File: config.mk
export PLATFORM = sky130hd
export DESIGN_NAME = stopwatch_bcd_counter
export DESIGN_NICKNAME = d
export VERILOG_FILES = /design/src/rtl/stopwatch_bcd_counter.sv
export SDC_FILE = /design/constraint.sdc
export NUM_CORES = 1
export LEC_CHECK = 0
export ABC_AREA = 1
export CORE_MARGIN = 2
export CORE_UTILIZATION = 30
export DETAILED_ROUTE_END_ITERATION = 8
export HOLD_SLACK_MARGIN = 0.08
export PLACE_DENSITY = 0.5
export SYNTH_ARGS = -nofsm -noshare
export SYNTH_HDL_FRONTEND = slang
export SYNTH_SLANG_ARGS = --single-unit
File: constraint.sdc
create_clock -name clk -period 1.3 [get_ports clk]
set_clock_uncertainty 0.1 [all_clocks]
set_input_delay 0.26 -clock clk [delete_from_list [all_inputs] [get_ports clk]]
set_output_delay 0.26 -clock clk [all_outputs]
set_load 0.05 [all_outputs]
File: src/rtl/stopwatch_bcd_counter.sv
// Stopwatch core: BCD mm:ss.cc counter with start/stop/clear buttons.
// Define STOPWATCH_LAP_EN to build the lap-hold register driven by btn_lap.
module stopwatch_bcd_counter #(
    parameter int MIN_MAX = 59
) (
    input  logic       clk,
    input  logic       rst,
    input  logic       tick_10ms,
    input  logic       btn_ss,
    input  logic       btn_clr,
    input  logic       btn_lap,
    output logic [7:0] bcd_cs,
    output logic [7:0] bcd_sec,
    output logic [7:0] bcd_min,
    output logic       running,
    output logic       ovf
);

    typedef enum logic [1:0] {
        IDLE  = 2'd0,
        RUN   = 2'd1,
        PAUSE = 2'd2
    } state_e;

    localparam logic [3:0] MAX_M1 = 4'(MIN_MAX / 10);
    localparam logic [3:0] MAX_M0 = 4'(MIN_MAX % 10);

`ifdef STOPWATCH_LAP_EN
    localparam int NB = 3;
    logic [NB-1:0] btn_raw;
    assign btn_raw = {btn_lap, btn_clr, btn_ss};
`else
    localparam int NB = 2;
    logic [NB-1:0] btn_raw;
    logic          unused_lap;
    assign btn_raw    = {btn_clr, btn_ss};
    assign unused_lap = btn_lap;
`endif

    logic [NB-1:0] sync1_q, sync2_q, sync3_q, ev_q;
    logic          ss_ev, clr_ev;

    // Two-flop synchronizer, then a registered rising-edge pulse per button.
    always_ff @(posedge clk or posedge rst) begin
        if (rst) begin
            sync1_q <= '0;
            sync2_q <= '0;
            sync3_q <= '0;
            ev_q    <= '0;
        end else begin
            sync1_q <= btn_raw;
            sync2_q <= sync1_q;
            sync3_q <= sync2_q;
            ev_q    <= sync2_q & ~sync3_q;
        end
    end

    assign ss_ev  = ev_q[0];
    assign clr_ev = ev_q[1];

    state_e      state_q, state_d;
    logic [23:0] cnt_q, cnt_d;
    logic        ovf_q, ovf_d;

    // Returns {carry_out, next_digit}; out-of-range digits collapse to zero.
    function automatic logic [4:0] step_digit(input logic [3:0] d,
                                              input logic [3:0] lim,
                                              input logic       cin);
        logic [4:0] r;
        if (d > lim)       r = 5'd0;
        else if (!cin)     r = {1'b0, d};
        else if (d == lim) r = {1'b1, 4'd0};
        else               r = {1'b0, d + 4'd1};
        return r;
    endfunction

    logic [3:0] cs0_adv, cs1_adv, s0_adv, s1_adv, m0_adv, m1_adv;
    logic       cy0, cy1, cy2, cy3, cy4;
    logic       min_at_max, wrap;

    always_comb begin
        {cy0, cs0_adv} = step_digit(cnt_q[3:0],   4'd9, 1'b1);
        {cy1, cs1_adv} = step_digit(cnt_q[7:4],   4'd9, cy0);
        {cy2, s0_adv}  = step_digit(cnt_q[11:8],  4'd9, cy1);
        {cy3, s1_adv}  = step_digit(cnt_q[15:12], 4'd5, cy2);
        min_at_max = (cnt_q[23:20] > MAX_M1) ||
                     ((cnt_q[23:20] == MAX_M1) && (cnt_q[19:16] >= MAX_M0));
        wrap = cy3 && min_at_max;
        {cy4, m0_adv} = step_digit(cnt_q[19:16], 4'd9, cy3 && !min_at_max);
        if (cnt_q[23:20] > 4'd9)
            m1_adv = 4'd0;
        else if (cy4)
            m1_adv = (cnt_q[23:20] == 4'd9) ? 4'd0 : cnt_q[23:20] + 4'd1;
        else
            m1_adv = cnt_q[23:20];
        if (wrap) begin
            m0_adv = 4'd0;
            m1_adv = 4'd0;
        end
    end

    // Clear wins over start/stop and over a same-cycle tick.
    always_comb begin
        state_d = state_q;
        cnt_d   = cnt_q;
        ovf_d   = 1'b0;
        if (clr_ev) begin
            state_d = IDLE;
            cnt_d   = '0;
        end else begin
            if (ss_ev) begin
                case (state_q)
                    IDLE:    state_d = RUN;
                    RUN:     state_d = PAUSE;
                    PAUSE:   state_d = RUN;
                    default: state_d = IDLE;
                endcase
            end
            if (state_q == RUN && tick_10ms) begin
                cnt_d = {m1_adv, m0_adv, s1_adv, s0_adv, cs1_adv, cs0_adv};
                ovf_d = wrap;
            end
        end
    end

    always_ff @(posedge clk or posedge rst) begin
        if (rst) begin
            state_q <= IDLE;
            cnt_q   <= '0;
            ovf_q   <= 1'b0;
        end else begin
            state_q <= state_d;
            cnt_q   <= cnt_d;
            ovf_q   <= ovf_d;
        end
    end

    assign running = (state_q == RUN);
    assign ovf     = ovf_q;

`ifdef STOPWATCH_LAP_EN
    logic        lap_ev;
    logic        hold_vld_q;
    logic [23:0] hold_q;

    assign lap_ev = ev_q[2];

    // Lap toggles a frozen snapshot of the live count; only honoured in RUN.
    always_ff @(posedge clk or posedge rst) begin
        if (rst) begin
            hold_vld_q <= 1'b0;
            hold_q     <= '0;
        end else if (clr_ev) begin
            hold_vld_q <= 1'b0;
        end else if (lap_ev && state_q == RUN) begin
            if (hold_vld_q) begin
                hold_vld_q <= 1'b0;
            end else begin
                hold_vld_q <= 1'b1;
                hold_q     <= cnt_q;
            end
        end
    end

    assign {bcd_min, bcd_sec, bcd_cs} = hold_vld_q ? hold_q : cnt_q;
`else
    assign {bcd_min, bcd_sec, bcd_cs} = cnt_q;
`endif

endmodule

==> metrics.cfg <==
[placement]
place.gp.congestion=0.780
io_buffers=30
hpwl_microns=3420

[grt]
antenna_found_initial=0
use_met2_pct=29.0
grt_start_max_net_pins=36
busiest_layer=met2
grtUsageMet1_pct=22.9
grt_overflow_total=0
track_usage_pct=17.6
grt_pass1_wl_microns=9190
grt_pass1_vias=2053
grt_util_met3_pct=2.93

[logic_synthesis]
synth_area_per_cell_sq_um=8.32
synth_top_area_cell=dfrtp_1
syn-num-nets=229
synth_edf_count=0
netlist_instances=223
synth_ff_type=dfrtp_1
synthDominantCellAreaShare_pct=47.2
yosys_warnings=0
synthTopCellsByArea=dfrtp_1, nand2_1, inv_1
yosys.cell_types.count=33
syn_area_sq_um=1850
async_flop_share_pct=100
yosysSeqAreaShare_pct=47.2
ys_seq_elements=35

[cells_and_area]
final_cell_mix=buf_4, buf_12, buf_6
num_antenna_cells=0
nNetsFinal=346
layout_commonest_cell=buf_4
syn2layout_area_growth_pct=100
layout-drive-gt1-share_pct=65.7

[sta]
setup_slack_ps=-323
fmax_mhz=616
drv_slew=0
rsz0062_at_grt=yes
fin_tns_setup_ps=-5950
finalHoldViolCount=0
fin_crit_ps=1620
min_period_over_period_pct=125
max_slew_margin_pct=79.6
worstMarginPinSlew_ps=304
setup_violations=47

[clock_tree]
clk_pin_slew_ps=80
root_buffer=clkbuf_8
cts_hold_buf=0
cts-buffers-inserted=5
clock-sinks=35
clock_latency_ps=300
htree_levels=2
cts_buffer_depth=2
cts_tree=built

[setup_path]
path_class=reg -> reg
r2r-start=cnt_q[5]$_DFFE_PP0P_
timing.rr.end=cnt_q[13]$_DFFE_PP0P_
worstPathArrival_ps=1700
end_kind=register
crit_path_max_fanout=3
r2r_setup_slack_ps=-320
required_ps=1380
reg2reg_depth=9
worstSetupStartpointType=register

[die]
die_h_microns=82.6
die_x_microns=82.6
core_sq_um=5960
ioPinCount=32
dieArea_sq_um=6830
rows=28
start_util_pct=31.1

[drt]
first_iter_violations=87
vias=1957
post_drt_wl_per_cell_microns=13.3
vias_per_cell=4.70
postRouteAntennaNets=0
route.detailed.drc=0
wirelength_microns=5520
dr.pass1.iters=4

[pwr]
leakage_nw=1.66
p_total_w=0.00458
ir_drop_mv=0.895
power.density_nw_per_um2=1230

[worst_hold_path]
worstHoldPathType=in -> async

[status]
status=finished with violations
violations=setup timing

[flow_run]
cap_violations=0

[critical path: stages (launching register included)]
cell and delay, ps:
dfrtp_2 420, inv_2 70, nand2_4 60, nor2_4 130, nand3_4 120, buf_4 160
a21oi_4 150, inv_2 90, a21oi_4 130, o22ai_1 80
[area by class of cell]
class	instances	area, sq um
fill	488	2250
inverter	33	133
multi-input combinational	153	1150
timing repair buffer	112	1320
clock buffer	5	68.8
tap	75	93.8
sequential	35	906
clock inverter	3	43.8
[Yosys cell counts (3+ instances only)]
cell / n
nand2_2: 4
nand3_1: 24
nor2_4: 3
inv_1: 33
dfrtp_1: 35
nand2_1: 36
o21ai_1: 3
o21ai_0: 13
a21oi_2: 3
a21oi_1: 14
nor2_1: 23
[logic make-up after synthesis]
group,synth area share [%]
DFF,47.2
AOI/OAI and AO/OA,15.6
buffers and inverters,7.22
xor gates and xnor gates,1.42
and+or+nand+nor,28.5
[through the flow]
stage | setup slack, ps | utilization (%) | instances | hold slack, ps | cell area (sq um)
5_1_grt | -405 | 62.3 | 416 | 246 | 3710
4_1_cts | -247 | 58.5 | 409 | 204 | 3480
3_3_place_gp | -358 | 50.0 | 379 | 235 | 2980
6_report | -323 | 62.3 | 416 | 194 | 3710
3_5_place_dp | -393 | 50.0 | 379 | 254 | 2980
2_1_floorplan | -338 | - | 223 | 191 | 1910
[sequential cells by signal, summed over array words and instances (netlist names)]
name	count
cnt_q	24
ev_q	2
state_q	2
sync1_q	2
sync2_q	2
sync3_q	2
ovf	1
[how the worst max path moves through the flow]
stage               slack (ps)                 start                     to
floorplan                 -340  cnt_q[0]$_DFFE_PP0P_  cnt_q[20]$_DFFE_PP0P_
global placement          -360             tick_10ms  cnt_q[13]$_DFFE_PP0P_
detailed placement        -390             tick_10ms  cnt_q[13]$_DFFE_PP0P_
CTS                       -250  cnt_q[1]$_DFFE_PP0P_  cnt_q[21]$_DFFE_PP0P_
global route              -410  cnt_q[6]$_DFFE_PP0P_  cnt_q[13]$_DFFE_PP0P_
finish                    -320  cnt_q[5]$_DFFE_PP0P_  cnt_q[13]$_DFFE_PP0P_
[power breakdown]
group          internal, W  switching, W  total, W
sequential         0.00123      0.000106   0.00133
combinational      0.00112       0.00110   0.00223
clock             0.000571      0.000442   0.00101
[what timing repair did]
| action | 4_1_cts | 5_1_grt |
|---|---|---|
| pin swaps | 12 | 15 |
| gates resized for setup | 58 | 50 |
| buffers inserted | 22 | 14 |
| endpoints found under the setup margin | 47 | 50 |
[routing by layer]
layer | share of wire (%) | up-vias
met4 | 1.9 | 0
met2 | 52 | 31
li1 | - | 967
met5 | 0 | -
met3 | 2.7 | 9
met1 | 43 | 950
No activity file was read; power rests on OpenSTA's default activity.
